### src/rtl/digit_result_filter.sv
// digit_result_filter
//   Temporal filter between the digit-recognition stage and the 6-digit BCD
//   seven-segment driver. Once per LCD frame, at the end of the frame, it
//   samples the raw BCD result. It commits a value to the display only after
//   STABLE_FRAMES consecutive identical valid frames. It blanks the display
//   after TIMEOUT_FRAMES consecutive invalid frames.
//
// Ports
//   i_clk          LCD pixel clock
//   i_rst          asynchronous reset, active-high
//   i_frame_vsync  frame sync, same clock domain; active level is VS_ACTIVE
//   i_digit_in     raw recognised digits, DW/4 BCD nibbles (4'hF = blank digit)
//   o_digit_out    filtered digits to the seven-segment driver
//   o_digit_update 1-clk pulse when o_digit_out changes value
//   o_stable       1 = o_digit_out is backed by the current candidate
module digit_result_filter #(
  parameter int   DW             = 24,
  parameter int   STABLE_FRAMES  = 3,
  parameter int   TIMEOUT_FRAMES = 60,
  parameter logic VS_ACTIVE      = 1'b0
) (
  input  logic          i_clk,
  input  logic          i_rst,
  input  logic          i_frame_vsync,
  input  logic [DW-1:0] i_digit_in,
  output logic [DW-1:0] o_digit_out,
  output logic          o_digit_update,
  output logic          o_stable
);

  localparam int NIB  = DW / 4;
  localparam int MAXF = (STABLE_FRAMES > TIMEOUT_FRAMES) ? STABLE_FRAMES : TIMEOUT_FRAMES;
  localparam int CW   = $clog2(MAXF + 1);

  localparam logic [CW-1:0] STABLE_C  = CW'(STABLE_FRAMES);
  localparam logic [CW-1:0] TIMEOUT_C = CW'(TIMEOUT_FRAMES);
  localparam logic [CW-1:0] ONE_C     = CW'(1);
  localparam logic [DW-1:0] BLANK     = '1;

  localparam logic [1:0] EMPTY  = 2'd0;
  localparam logic [1:0] TRACK  = 2'd1;
  localparam logic [1:0] LOCKED = 2'd2;

  logic          r_vs_d;
  logic [DW-1:0] r_cand, r_out;
  logic [CW-1:0] r_match, r_miss;
  logic [1:0]    r_state;
  logic          r_update;

  logic          w_frame_end;
  logic          w_any_digit, w_all_legal, w_valid;
  logic [DW-1:0] w_cand_d, w_out_d;
  logic [CW-1:0] w_match_d, w_miss_d;
  logic [1:0]    w_state_d;
  logic          w_update_d;

  assign w_frame_end = (r_vs_d == VS_ACTIVE) && (i_frame_vsync != VS_ACTIVE);

  // A sample is valid when every nibble is BCD or blank and at least one is not blank.
  always_comb begin
    w_any_digit = 1'b0;
    w_all_legal = 1'b1;
    for (int i = 0; i < NIB; i++) begin
      if (i_digit_in[4*i +: 4] != 4'hF) begin
        w_any_digit = 1'b1;
        if (i_digit_in[4*i +: 4] > 4'd9) w_all_legal = 1'b0;
      end
    end
    w_valid = w_any_digit && w_all_legal;
  end

  always_comb begin
    w_cand_d   = r_cand;
    w_out_d    = r_out;
    w_match_d  = r_match;
    w_miss_d   = r_miss;
    w_state_d  = r_state;
    w_update_d = 1'b0;
    if (w_frame_end) begin
      if (!w_valid) begin
        w_match_d = '0;
        w_state_d = EMPTY;
        // Blank only on the frame the miss count first reaches the timeout.
        if (r_miss < TIMEOUT_C) begin
          w_miss_d = r_miss + ONE_C;
          if (w_miss_d == TIMEOUT_C) w_out_d = BLANK;
        end
      end else if (i_digit_in == r_cand) begin
        w_miss_d  = '0;
        w_match_d = (r_match < STABLE_C) ? r_match + ONE_C : r_match;
        if (w_match_d == STABLE_C) begin
          w_out_d   = r_cand;
          w_state_d = LOCKED;
        end else begin
          w_state_d = TRACK;
        end
      end else begin
        w_cand_d  = i_digit_in;
        w_match_d = ONE_C;
        w_miss_d  = '0;
        if (STABLE_C == ONE_C) begin
          w_out_d   = i_digit_in;
          w_state_d = LOCKED;
        end else begin
          w_state_d = TRACK;
        end
      end
      w_update_d = (w_out_d != r_out);
    end
  end

  always_ff @(posedge i_clk or posedge i_rst) begin
    if (i_rst) begin
      r_vs_d   <= ~VS_ACTIVE;
      r_cand   <= BLANK;
      r_out    <= BLANK;
      r_match  <= '0;
      r_miss   <= '0;
      r_state  <= EMPTY;
      r_update <= 1'b0;
    end else begin
      r_vs_d   <= i_frame_vsync;
      r_cand   <= w_cand_d;
      r_out    <= w_out_d;
      r_match  <= w_match_d;
      r_miss   <= w_miss_d;
      r_state  <= w_state_d;
      r_update <= w_update_d;
    end
  end

  assign o_digit_out    = r_out;
  assign o_digit_update = r_update;
  assign o_stable       = (r_state == LOCKED);

endmodule
### config.mk
export PLATFORM = sky130hd
export DESIGN_NAME = digit_result_filter
export DESIGN_NICKNAME = d
export VERILOG_FILES = /design/src/rtl/digit_result_filter.sv
export SDC_FILE = /design/constraint.sdc
export NUM_CORES = 1
export LEC_CHECK = 0
export ABC_AREA = 1
export BUFFER_PORTS_ARGS = -buffer_cell sky130_fd_sc_hd__buf_2
export CELL_PAD_IN_SITES_DETAIL_PLACEMENT = 1
export CELL_PAD_IN_SITES_GLOBAL_PLACEMENT = 1
export CORE_MARGIN = 5
export CORE_UTILIZATION = 42
export CTS_CLUSTER_DIAMETER = 40
export DETAILED_ROUTE_END_ITERATION = 8
export GPL_ROUTABILITY_DRIVEN = 0
export HOLD_SLACK_MARGIN = 0.06
export PLACE_DENSITY_LB_ADDON = 0.3
export SLEW_MARGIN = 20
export SYNTH_ARGS = -nofsm -noshare
export SYNTH_HDL_FRONTEND = slang
export SYNTH_SLANG_ARGS = --single-unit
### constraint.sdc
create_clock -name i_clk -period 2.5 [get_ports i_clk]
set_input_delay 0.5 -clock i_clk [delete_from_list [all_inputs] [get_ports i_clk]]
set_output_delay 0.5 -clock i_clk [all_outputs]
set_load 0.03 [all_outputs]
==> results.yml <==
worst_setup_path:
  critPathBufInv: 4
  timing.critical_path.required_ps: 2740
  crit_chain: "inv_2 > nand2_2 > nand2_1 > nor2_1 > nand2_1 > nor2_2 > nand2_2 > nor2_8 > buf_12 > nand4_1 > nand2_1 > nand2_1 > nand2_1 > nand2_1 > inv_1 > nand2_1 > nor2_1 > nand3_1 > nand2_1 > inv_1"
  critical_path.endpoint_type: "flop"
  slowest_delay_ps: 560
  worst_setup_path_start_kind: "flop"
  crit_arrival_ps: 2780
  critPathSlowestCell: "sky130_fd_sc_hd__dfstp_2"
  crit_top_cell: "sky130_fd_sc_hd__nand2_1"
  critical-path-top-delay-family: "simple AND/OR/NAND/NOR gates"
  maximum_fanout_encountered_on_the_critical_timing_path: 8
  timing.setup.critical_path_class: "reg -> reg"
yosys:
  yosys.area.top_type_share: 0.3141
  synth-main-ff-cell: "sky130_fd_sc_hd__dfstp_2"
  ys_seq_area_frac: 0.4057
  synth_most_common_cell: "sky130_fd_sc_hd__nand2_1"
  syn_avg_cell_area_um2: 7.007
  mappedNetlistArea_um2: 4099
  syn-num-nets: 614
  synth-edff-count: 0
  synth-seq-cells: 64
  synth_cells: 585
  ys.warnings.count: 0
  synth.distinct_cells: 34
  synth_async_sr_flop_share: 1.000
  synth.area.top_cells: "sky130_fd_sc_hd__dfstp_2 31%, sky130_fd_sc_hd__nand2_1 15%, sky130_fd_sc_hd__dfrtp_1 9.2%, sky130_fd_sc_hd__inv_1 6.9%, sky130_fd_sc_hd__nor2_1 6.0%"
  synth_largest_area_cell: "sky130_fd_sc_hd__dfstp_2"
  ys_top_cells_by_count: "164 x sky130_fd_sc_hd__nand2_1, 75 x sky130_fd_sc_hd__inv_1, 65 x sky130_fd_sc_hd__nor2_1"
floorplan:
  num_rows: 36
  core_area_um2: 9639
  initial_utilization: 0.4252
  die_h_um: 108.8
  die-width_um: 108.8
  top_level_ports: 53
  floorplan.die_area_um2: 11840
route:
  ant_nets: 0
  first_pass_iteration_count_of_the_detailed_router: 4
  route.detailed.vias_per_inst: 5.271
  drcViolationCount: 0
  drt-wirelength-per-cell_um: 16.03
  via_count: 4201
  detail_route.iter0.violations: 159
  routed_wirelength_mm: 12.77
layout:
  final_core_utilization: 0.5117
  n_antenna_cell: 0
  post_route_cells_drive_above_1_share: 0.2786
  number_of_nets_in_the_layout: 688
  area.growth.synth_to_final_pct: 20.33
  fill_cells: 1302
cts:
  tritoncts_buffer_count: 9
  cts_tree: "yes"
  hold_buffers: 0
  clock_tree.root_cell: "sky130_fd_sc_hd__clkbuf_8"
  clock_slew_seen_by_the_registers_of_the_worst_setup_and_hold_paths_ps: 80
  tritoncts_num_sinks: 64
  clock_tree.htree_level_count: 3
  clkLatencyLatePin_ps: 350
  ctsLongestPathBuffers: 2
outcome:
  violated_checks: "setup timing"
  outcome: "finished with violations"
power_and_ir_drop:
  irDropWorstVdd_v: 0.0005282
  power.density_cell_area_nw_per_um2: 676.2
  p_leak_nw: 2.445
  power.total_mw: 3.335
global_routing:
  first_global_vias: 4272
  total_routing_resource_utilization_after_global_routing: 0.2234
  grt.overflow.total: 0
  grt_antenna_before_repair: 0
  grt_pass1_wl_mm: 20.65
  grt_max_degree: 37
sta:
  fmaxAchievable_mhz: 393.4
  period_minus_slack_ps: 2542
  min_period_over_period: 1.017
  timing_max_transition_violations_final: 0
  worst_slew_margin_relative_to_its_limit: 0.6151
  setup_violations: 3
  worst_clock_skew_ps: 8.647
  grt_setup_unrepaired: "true"
  final_critical_path_setup_slack_ps: -42.13
  hold_viol: 0
  tns_ps: -44.41
  tightest_slew_ps: 577.3
placed_design:
  io_buffer_count: 52
  place_hpwl_mm: 9.557
  placement.setup.worst_slack_ps: -157.1
job:
  drv_cap: 0
hold_path:
  timing.hold.worst.class: "in -> reg"
[metal layers]
metal | vias to the layer above | track usage | wire (um)
met2 | 85 | 0.3751 | 6277
met3 | 24 | 0.04026 | 468
met4 | 0 | 0.08747 | 337
li1 | 2017 | - | -
met1 | 2075 | 0.2854 | 5691
met5 | - | 0 | 0
[metrics by stage]
step / hold slack [ps] / cells / instance area [um^2]
floorplan: 453.7 / 585 / 4099
global placement: 470.8 / 771 / 4618
detailed placement: 477.6 / 771 / 4618
CTS: 240.3 / 788 / 4835
global route: 245.0 / 797 / 4932
finish: 253.5 / 797 / 4932
[worst reg2reg max path, stage by stage (launching register included)]
cell	delay [ps]
sky130_fd_sc_hd__dfstp_2	560
sky130_fd_sc_hd__inv_2	50
sky130_fd_sc_hd__nand2_2	50
sky130_fd_sc_hd__nand2_1	40
sky130_fd_sc_hd__nor2_1	130
sky130_fd_sc_hd__nand2_1	130
sky130_fd_sc_hd__nor2_2	180
sky130_fd_sc_hd__nand2_2	110
sky130_fd_sc_hd__nor2_8	160
sky130_fd_sc_hd__buf_12	140
sky130_fd_sc_hd__nand4_1	160
sky130_fd_sc_hd__nand2_1	160
sky130_fd_sc_hd__nand2_1	70
sky130_fd_sc_hd__nand2_1	50
sky130_fd_sc_hd__nand2_1	50
sky130_fd_sc_hd__inv_1	60
sky130_fd_sc_hd__nand2_1	50
sky130_fd_sc_hd__nor2_1	110
sky130_fd_sc_hd__nand3_1	70
sky130_fd_sc_hd__nand2_1	60
sky130_fd_sc_hd__inv_1	40
[cell usage in the layout (no fill, tap or decap)]
cell                           n
sky130_fd_sc_hd__clkinv_2      2
sky130_fd_sc_hd__o31ai_1       1
sky130_fd_sc_hd__nand3_2       1
sky130_fd_sc_hd__nand3b_1      9
sky130_fd_sc_hd__nand3_4       1
sky130_fd_sc_hd__xor2_1        3
sky130_fd_sc_hd__o22ai_1       4
sky130_fd_sc_hd__nand2_2       6
sky130_fd_sc_hd__nor2_8        1
sky130_fd_sc_hd__clkinvlp_4    2
sky130_fd_sc_hd__inv_1        70
sky130_fd_sc_hd__dfstp_2      49
sky130_fd_sc_hd__xnor2_1       3
sky130_fd_sc_hd__a31oi_1       2
sky130_fd_sc_hd__bufinv_16     1
sky130_fd_sc_hd__nand3_1      42
sky130_fd_sc_hd__nor2_1       62
sky130_fd_sc_hd__nand2_4       1
sky130_fd_sc_hd__nand4_1      30
sky130_fd_sc_hd__o21ai_0      34
sky130_fd_sc_hd__o211ai_1      1
sky130_fd_sc_hd__buf_12        6
sky130_fd_sc_hd__buf_2        52
sky130_fd_sc_hd__clkbuf_16     1
sky130_fd_sc_hd__nor2_4        4
sky130_fd_sc_hd__inv_2        17
sky130_fd_sc_hd__o21ai_1      18
sky130_fd_sc_hd__a21oi_1      16
sky130_fd_sc_hd__buf_4        24
sky130_fd_sc_hd__nor2_2        6
sky130_fd_sc_hd__a22oi_1       1
sky130_fd_sc_hd__ha_1          2
sky130_fd_sc_hd__clkbuf_8     11
sky130_fd_sc_hd__nor2b_1       1
sky130_fd_sc_hd__nor3_1        1
sky130_fd_sc_hd__dfrtp_1      15
sky130_fd_sc_hd__nand2_1     163
sky130_fd_sc_hd__nor4_1        1
[final timing paths]
| kind | from | end | slack, ps | cells past startpoint |
|---|---|---|---|---|
| min in group asynchronous | i_rst | r_cand[8] | 550 | 2 |
| hold / removal | i_frame_vsync | r_vs_d | 250 | 1 |
| max in group asynchronous | i_rst | o_digit_out[14] | 1500 | 3 |
| hold reg to reg | r_cand[14] | r_cand[14] | 490 | 2 |
| setup reg to reg | r_cand[16] | o_digit_update | -40 | 20 |
| setup / recovery | r_cand[16] | o_digit_update | -40 | 20 |
[final cells by class]
| cell class | instances | area [um^2] | area share |
|---|---|---|---|
| repair buffers | 83 | 585.6 | 0.1187 |
| multi-input cells | 414 | 1984 | 0.4023 |
| clock inverters | 5 | 55.05 | 0.01116 |
| flip-flops and latches | 64 | 1663 | 0.3371 |
| inverters | 87 | 326.6 | 0.06621 |
| well taps | 133 | 166.4 | 0.03374 |
| clock buffers | 11 | 151.4 | 0.03070 |
[sequential cells by signal, indices dropped and copies added (netlist names)]
register and flops:
o_digit_out 24, r_vs_d 1, o_digit_update 1, r_miss 6, r_match 6, r_cand 24, r_state 2
[cell families (layout without fill, tap and decap cells)]
family	after synthesis	after routing	share of synthesized area
flip-flops	64	64	0.4057
AO/OA/AOI/OAI	77	77	0.09768
XOR/XNOR	6	6	0.01282
buffers and inverters	107	186	0.1139
AND/OR/NAND/NOR	329	329	0.3639
adder cells (fa/ha/maj)	2	2	0.006104
[repair_timing]
action	4_1_cts	5_1_grt
pin swaps	2	10
setup endpoints to repair	1	13
hold endpoints to repair	0	0
resized for setup	1	8
buffers inserted	1	8
gates cloned	0	1
[where the power goes]
part           total [mW]  switching [mW]  internal [mW]
sequential           1.50           0.174           1.33
combinational       0.895           0.582          0.313
clock               0.939           0.428          0.511
Note: power is estimated with default switching activity, not from simulation.
